===== src/rtl/param_microprocessor_core_if.sv =====
// param_microprocessor_core_if: instruction-fetch request/valid bus between the core and instruction memory
// Ports (master = core, slave = instruction memory):
//   instr_req   request, held high while the core waits for an instruction
//   instr_addr  fetch address (the program counter)
//   instr_valid instruction word valid
//   instr_data  instruction word, IW bits wide
interface param_microprocessor_core_if #(
  parameter int PC_W = 8,
  parameter int IW   = 8
);
  logic            instr_req;
  logic [PC_W-1:0] instr_addr;
  logic            instr_valid;
  logic [IW-1:0]   instr_data;
  modport master (output instr_req, instr_addr, input instr_valid, instr_data);
  modport slave  (input instr_req, instr_addr, output instr_valid, instr_data);
endinterface


===== src/rtl/param_microprocessor_core.sv =====
// param_microprocessor_core: parametrised multi-cycle load/store core (ADD, LOAD, STORE, BEQ)
// Ports:
//   clock, reset      system clock; asynchronous active-high reset
//   run               1 = fetch the next instruction, 0 = pause in FETCH
//   ibus              instruction-fetch handshake (master side)
//   console_data      last register write-back value
//   console_valid     one-cycle pulse after each register write
//   instr_count       retired-instruction counter, wraps
//   dbg_sel, dbg_data combinational debug read of a register
module param_microprocessor_core #(
  parameter int DATA_W     = 8,
  parameter int RA_W       = 2,
  parameter int PC_W       = 8,
  parameter int DMEM_DEPTH = 32,
  parameter bit ZERO_REG   = 1'b0
) (
  input  logic                             clock,
  input  logic                             reset,
  input  logic                             run,
  param_microprocessor_core_if.master      ibus,
  output logic [DATA_W-1:0]                console_data,
  output logic                             console_valid,
  output logic [15:0]                      instr_count,
  input  logic [RA_W-1:0]                  dbg_sel,
  output logic [DATA_W-1:0]                dbg_data
);
  localparam int IW = 2 + 3 * RA_W;
  localparam int NR = 1 << RA_W;
  localparam int AW = $clog2(DMEM_DEPTH);
  typedef enum logic [1:0] {FETCH, WAIT, EXEC} state_t;
  state_t            state_q, state_d;
  logic [PC_W-1:0]   pc_q, pc_d;
  logic [IW-1:0]     ir_q, ir_d;
  logic [15:0]       cnt_q, cnt_d;
  logic [DATA_W-1:0] cdata_q, cdata_d;
  logic              cvalid_q, cvalid_d;
  logic [DATA_W-1:0] gpr_q [NR];
  logic [DATA_W-1:0] gpr_d [NR];
  logic [DATA_W-1:0] mem_q [DMEM_DEPTH];
  logic [DATA_W-1:0] mem_d [DMEM_DEPTH];
  logic [1:0]        op;
  logic [RA_W-1:0]   rs, rt, rd, wa;
  logic [DATA_W-1:0] rs_v, rt_v, imm_x, wv;
  logic [AW-1:0]     addr;
  logic              wen, taken;
  // Decode and operand read; GPR reads in EXEC see pre-write values.
  always_comb begin
    {op, rs, rt, rd} = ir_q;
    rs_v     = (ZERO_REG && rs == '0) ? '0 : gpr_q[rs];
    rt_v     = (ZERO_REG && rt == '0) ? '0 : gpr_q[rt];
    dbg_data = (ZERO_REG && dbg_sel == '0) ? '0 : gpr_q[dbg_sel];
    imm_x    = {{(DATA_W-RA_W){rd[RA_W-1]}}, rd};
    addr     = AW'(rs_v + imm_x);
    wa       = op[0] ? rt : rd;
    wv       = op[0] ? mem_q[addr] : rs_v + rt_v;
    // ADD and LOAD write back; a write to r0 is dropped entirely when r0 is hard-wired.
    wen      = state_q == EXEC && !op[1] && !(ZERO_REG && wa == '0);
    taken    = op == 2'b11 && rs_v == rt_v;
  end
  always_comb begin
    state_d = state_q == FETCH ? (run ? WAIT : FETCH) :
              state_q == WAIT  ? (ibus.instr_valid ? EXEC : WAIT) : FETCH;
  end
  always_comb begin
    pc_d     = state_q == EXEC ? pc_q + PC_W'(1) + (taken ? {{(PC_W-RA_W){rd[RA_W-1]}}, rd} : '0) : pc_q;
    ir_d     = (state_q == WAIT && ibus.instr_valid) ? ibus.instr_data : ir_q;
    cnt_d    = state_q == EXEC ? cnt_q + 16'd1 : cnt_q;
    cvalid_d = wen;
    cdata_d  = wen ? wv : cdata_q;
    gpr_d    = gpr_q;
    mem_d    = mem_q;
    if (wen) gpr_d[wa] = wv;
    if (state_q == EXEC && op == 2'b10) mem_d[addr] = rt_v;
  end
  always_comb begin
    ibus.instr_req  = state_q == WAIT;
    ibus.instr_addr = pc_q;
    console_data    = cdata_q;
    console_valid   = cvalid_q;
    instr_count     = cnt_q;
  end
  always_ff @(posedge clock or posedge reset) begin
    if (reset) state_q <= FETCH;
    else state_q <= state_d;
  end
  always_ff @(posedge clock or posedge reset) begin
    if (reset) begin
      pc_q     <= '0;
      ir_q     <= '0;
      cnt_q    <= '0;
      cdata_q  <= '0;
      cvalid_q <= 1'b0;
      for (int i = 0; i < NR; i++) gpr_q[i] <= '0;
      for (int i = 0; i < DMEM_DEPTH; i++) mem_q[i] <= DATA_W'(i);
    end else begin
      pc_q     <= pc_d;
      ir_q     <= ir_d;
      cnt_q    <= cnt_d;
      cdata_q  <= cdata_d;
      cvalid_q <= cvalid_d;
      gpr_q    <= gpr_d;
      mem_q    <= mem_d;
    end
  end
endmodule


===== src/flat_wrapper.sv =====
// flat-port wrapper written by rule: the top's interface ports become plain ports
module param_microprocessor_core_flat 
#(
  parameter int DATA_W     = 8,
  parameter int RA_W       = 2,
  parameter int PC_W       = 8,
  parameter int DMEM_DEPTH = 32,
  parameter bit ZERO_REG   = 1'b0
)
  (clock, reset, run, console_data, console_valid, instr_count, dbg_sel, dbg_data, ibus_instr_req, ibus_instr_addr, ibus_instr_valid, ibus_instr_data);
  param_microprocessor_core_if #(.PC_W(PC_W), .IW(8)) ibus_i ();
  input  logic clock;
  input  logic reset;
  input  logic run;
  output logic [DATA_W-1:0] console_data;
  output logic console_valid;
  output logic [15:0] instr_count;
  input  logic [RA_W-1:0] dbg_sel;
  output logic [DATA_W-1:0] dbg_data;
  output wire logic [$bits(ibus_i.instr_req)-1:0] ibus_instr_req;
  output wire logic [$bits(ibus_i.instr_addr)-1:0] ibus_instr_addr;
  input wire logic [$bits(ibus_i.instr_valid)-1:0] ibus_instr_valid;
  input wire logic [$bits(ibus_i.instr_data)-1:0] ibus_instr_data;
  assign ibus_instr_req = ibus_i.instr_req;
  assign ibus_instr_addr = ibus_i.instr_addr;
  assign ibus_i.instr_valid = ibus_instr_valid;
  assign ibus_i.instr_data = ibus_instr_data;
  param_microprocessor_core #(.DATA_W(DATA_W), .RA_W(RA_W), .PC_W(PC_W), .DMEM_DEPTH(DMEM_DEPTH), .ZERO_REG(ZERO_REG)) u_core (.clock(clock), .reset(reset), .run(run), .ibus(ibus_i), .console_data(console_data), .console_valid(console_valid), .instr_count(instr_count), .dbg_sel(dbg_sel), .dbg_data(dbg_data));
endmodule

===== config.mk =====
export PLATFORM = sky130hd
export DESIGN_NAME = param_microprocessor_core_flat
export DESIGN_NICKNAME = d
export VERILOG_FILES = /design/src/rtl/param_microprocessor_core_if.sv /design/src/rtl/param_microprocessor_core.sv /design/src/flat_wrapper.sv
export SDC_FILE = /design/constraint.sdc
export NUM_CORES = 1
export LEC_CHECK = 0
export ABC_AREA = 1
export CORE_MARGIN = 4
export CORE_UTILIZATION = 56
export CTS_CLUSTER_SIZE = 30
export DETAILED_ROUTE_END_ITERATION = 6
export PLACE_DENSITY = 0.84
export SYNTH_ARGS = -nofsm -noshare
export SYNTH_HDL_FRONTEND = slang
export SYNTH_SLANG_ARGS = --single-unit
export TNS_END_PERCENT = 30

===== constraint.sdc =====
create_clock -name clock -period 10.22 [get_ports clock]
set_input_delay 1.533 -clock clock [delete_from_list [all_inputs] [get_ports clock]]
set_output_delay 1.533 -clock clock [all_outputs]
set_load 0.005 [all_outputs]

# After elaboration in Yosys (flattened, before gate mapping)
# Index checks and enable logic that the tools add are counted.
classes:
  order_cmp: 7
  addsub: 5
  bitwise_logic: 5
  n_mux: 25
  n_eq_ne: 5
  reduce_logical: 8
ops:
  columns: ["op", "count"]
  rows:
  - ["256-bit bitwise mux", 1]
  - ["8-bit two-way mux", 12]
  - ["8-bit binary-select mux with 2-bit select", 3]
  - ["8-bit binary-select mux with 5-bit select", 1]
  - ["8-bit demux with 5-bit select", 1]
  - ["32-bit bitwise mux", 1]
  - ["16-bit by 1-bit adder with 16-bit output (second input constant)", 1]
  - ["8-bit adder", 2]
  - ["8-bit demux with 2-bit select", 1]
  - ["3-bit >= comparator (second input constant)", 4]
  - ["2-bit NOT with 3-bit output", 4]
  - ["8-bit by 1-bit adder with 8-bit output (second input constant)", 1]
  - ["8-bit == test", 1]
  - ["2-bit two-way mux", 4]
  - ["2-bit == test (second input constant)", 3]
  - ["6-bit >= comparator (second input constant)", 1]
  - ["1-bit logical AND", 6]
  - ["6-bit by 1-bit less-than comparator with 1-bit output (second input constant)", 1]
  - ["5-bit NOT with 6-bit output", 1]
  - ["5-bit adder", 1]
  - ["3-bit by 1-bit less-than comparator with 1-bit output (second input constant)", 1]
  - ["2-bit by 1-bit == test with 1-bit output (second input constant)", 1]
  - ["2-bit zero test", 1]
  - ["1-bit zero test", 1]
  - ["1-bit two-way mux", 1]
totals:
  inputBits: 14
  reg_bits: 331
  word_cells: 97
  output_inout_bits: 42

# Logic depth before layout (Yosys ltp)
logic_depth:
  ltp_word: 11
  ltp_mapped: 24
  mapped_depth_nobuf: 20

# Worst setup path after synthesis
# No wires, ideal clock.
synth_timing:
  path_kind: "input-to-output"
  start: "input port dbg_sel[0]"
  end: "output port dbg_data[0]"
  t_arrival_ns: 2.143
  required_ns: 8.687
  slack_ns: 6.544
  cell_stages: 4
  cell_sequence: "inv_1 clkbuf_1 nor2_1 o22ai_1"
synth_via:
  elab_chain_len: 4
synth_rtl:
  columns: ["element", "line_no", "rtl"]
  rows:
  - ["from (decl)", "flat_wrapper.sv:18", "input logic [RA_W-1:0] dbg_sel;"]
  - ["2-bit NOT with 3-bit output (not written as such)", "param_microprocessor_core.sv:51", "dbg_data = (ZERO_REG && dbg_sel == '0) ? '0 : gpr_q[dbg_sel];"]
  - ["8-bit binary-select mux with 2-bit select", "param_microprocessor_core.sv:51", null]
  - ["8-bit two-way mux (not written as such) (2 in a row)", "param_microprocessor_core.sv:51", null]
  - ["to (decl)", "flat_wrapper.sv:19", "output logic [DATA_W-1:0] dbg_data;"]
# No other way between the ends. The select of a mux whose other input is x is not followed.

# Worst setup path after layout
layout_timing:
  start: "input port dbg_sel[0]"
  end: "output port dbg_data[6]"
# Same word-level chain as after synthesis.

==> results.ini <==
[place]
hpwl_um=29250
place.gp.congestion=0.9614
io_buffers=55

[worst_setup_path]
r2r_setup_slack_ps=5200
path_max_fanout=17
cp-end-kind=output pin
reg2reg_to=u_core.gpr_q[11]
rr_worst_depth=19
cp-startpoint=dbg_sel[0]
critPathLaunchType=primary input
required_ps=8690
crit_type=primary input to output pin
worstPathArrival_ps=3500
r2r_start=u_core.ir_q[4]

[cts]
clkTransAtPathRegs_ps=60
post_cts_resize_count=0
cts_setup_buffers=0
root_buffer=clkbuf_16
cts.hold.buffers_added=0
clkLatencyLatePin_ps=520
cts_tree=done
cts_buffer_depth=3
cts_inserted_buffers=37
h-tree-depth=2
cts_sinks=331

[global_route]
overflow=0
grt_pass1_wl_um=74090
grt_pass1_vias=14200
grt_util_met3_pct=4.784
use_met2_pct=42.19
antenna_found_initial=0
use_met1_pct=37.13
grt_busiest_layer=met2
track_usage_pct=26.60
grt_max_degree=143

[routing]
via_count=14940
drtIter0Drc=1586
wl_um=46220
wl_per_cell_um=17.78
ant_nets=0
viasPerCell=5.750
first_pass_iters=6
drc=0

[die]
die_width_um=186.1
die_h_um=186.1
core_area_um2=30910
num_rows=64
initial_core_util_pct=57.49
io_pins=56
die_area_um2=34650

[synthesis]
syn-num-nets=2212
ys_warn_count=0
synth_top_cell_area_share_pct=35.34
synth.distinct_cells=42
syn_avg_cell_area_um2=8.167
synth.area.top_cells=dfrtp_1, nand2_1, dfstp_2, o21ai_1, o21ai_2
syn_inst=2176
synth_edf_count=0
synth_ff_type=dfrtp_1
synth_area_um2=17770
async_reset_ff_share_pct=100.0
yosysSeqAreaShare_pct=47.17
yosys_register_bits=331
yosys.area.top_type=dfrtp_1

[final_layout]
ff_latch_area_um2=8383
syn2layout_area_growth_pct=9.350
drive_gt1_share_pct=15.75
utilization_pct=62.87
nNetsFinal=2211
n_antenna_cell=0
multiInputGateArea_um2=8018
nFillCells=2549

[timing]
finalMaxSlewViolations=0
max_freq_ghz=0.1988
tightest_slew_ps=1097
holdWs_ps=472.9
hold_viol_final=0
skew_ps=20.65
slew-limit-headroom_pct=26.76
rsz0062_at_grt=false
fin_setup_tns_ps=0
setup_viol=0
period_share_pct=49.21
fin_crit_ps=5029

[worst_hold_path]
holdCritStartpoint=u_core.mem_q[27]
whs_path_depth=2
min_path_type=flip-flop to flip-flop
holdPathEnd=u_core.mem_q[27]

[status]
status=complete, no violations

[job]
cap_violations=0

==> placed cells by master (no fill, tap or decap), types with 3 or more instances in the layout <==
cell type        count
xnor2_1              6
clkdlybuf4s50_1     55
nand3_1            145
o21ai_0             39
inv_1              149
inv_2               14
nand4_1              5
nand3_2              5
nand2_2              9
fa_1                 3
clkbuf_1             8
a32oi_1              8
xor2_1              15
dfstp_2             80
clkbuf_8             8
a31oi_1              3
nand3b_1            11
nor2_1             140
nor2_8              12
a21oi_1             40
nand2_8              4
nor3_1               6
o21ai_1            166
o22ai_1             13
clkbuf_16           37
nand2_4             40
buf_4               15
dfrtp_1            251
nand2_1            769
nor2_2               3
ha_1                19
o21ai_2             94
bufinv_16            3
clkinv_2             8
==> cells by family after synthesis <==
group                    share of synthesized area (%)
AO/OA/AOI/OAI                                    12.62
adder cells (fa/ha/maj)                          1.676
buffers and inverters                            7.752
XOR/XNOR                                         1.127
AND/OR/NAND/NOR                                  29.66
flip-flops                                       47.17
==> cell usage after synthesis (3+ instances only) <==
library cell / instances
nand2_1: 769
dfrtp_1: 251
o21ai_1: 166
inv_1: 150
nand3_1: 145
nor2_1: 143
o21ai_2: 94
dfstp_2: 80
a21oi_1: 40
nand2_4: 40
o21ai_0: 39
buf_6: 35
buf_2: 24
buf_1: 20
clkbuf_1: 20
ha_1: 19
xor2_1: 15
inv_2: 14
o22ai_1: 13
nor2_8: 12
buf_4: 11
nand3b_1: 11
nand2_2: 9
a32oi_1: 8
nor3_1: 6
xnor2_1: 6
nand3_2: 5
nand4_1: 5
nand2_8: 4
a31oi_1: 3
fa_1: 3
==> area by class of cell <==
cell class / count / area share (%)
multi-input combinational: 1568 / 41.26
clock buffer: 53 / 5.486
timing repair buffer: 71 / 3.516
inverter: 166 / 3.239
clock inverter: 14 / 0.8113
tap: 396 / 2.550
sequential: 331 / 43.14
==> worst max-delay path by stage <==
stage | to | slack, ps | cells after the start
after global placement | dbg_data[6] | 5350 | 5
after detailed placement | dbg_data[6] | 5230 | 5
after floorplan | u_core.console_data[0] | 4330 | 1
after CTS | dbg_data[6] | 5220 | 5
final | dbg_data[6] | 5190 | 5
after global routing | u_core.gpr_q[11] | 4880 | 19
==> through the flow <==
step                instance area (µm²)  setup slack, ps  cells
finish                            19430             5191   2599
global route                      19430             4875   2599
CTS                               19430             5216   2599
detailed placement                18210             5226   2532
global placement                  18210             5354   2532
floorplan                         17770             4332   2176
==> layer usage <==
layer / share of wire (%) / wire length [µm]
met4: 3.6 / 1644
met1: 41 / 19170
met5: 0 / 0
met2: 46 / 21310
met3: 8.9 / 4096
==> worst max-delay path, stage by stage <==
cell             delay [ps]
clkdlybuf4s50_1         810
inv_1                   340
o21ai_0                 270
o22ai_1                  90
clkdlybuf4s50_1         450
==> state kept, by name, summed over array words and instances, names as in the netlist <==
| register | count |
|---|---|
| u_core.console_data | 8 |
| u_core.ibus.instr_addr | 8 |
| u_core.instr_count | 16 |
| u_core.state_q | 2 |
| u_core.mem_q | 256 |
| u_core.gpr_q | 32 |
| u_core.ir_q | 8 |
| u_core.console_valid | 1 |
Power is not shown: default switching activity piles up to over one toggle a cycle in this logic, so the estimate is an artifact.
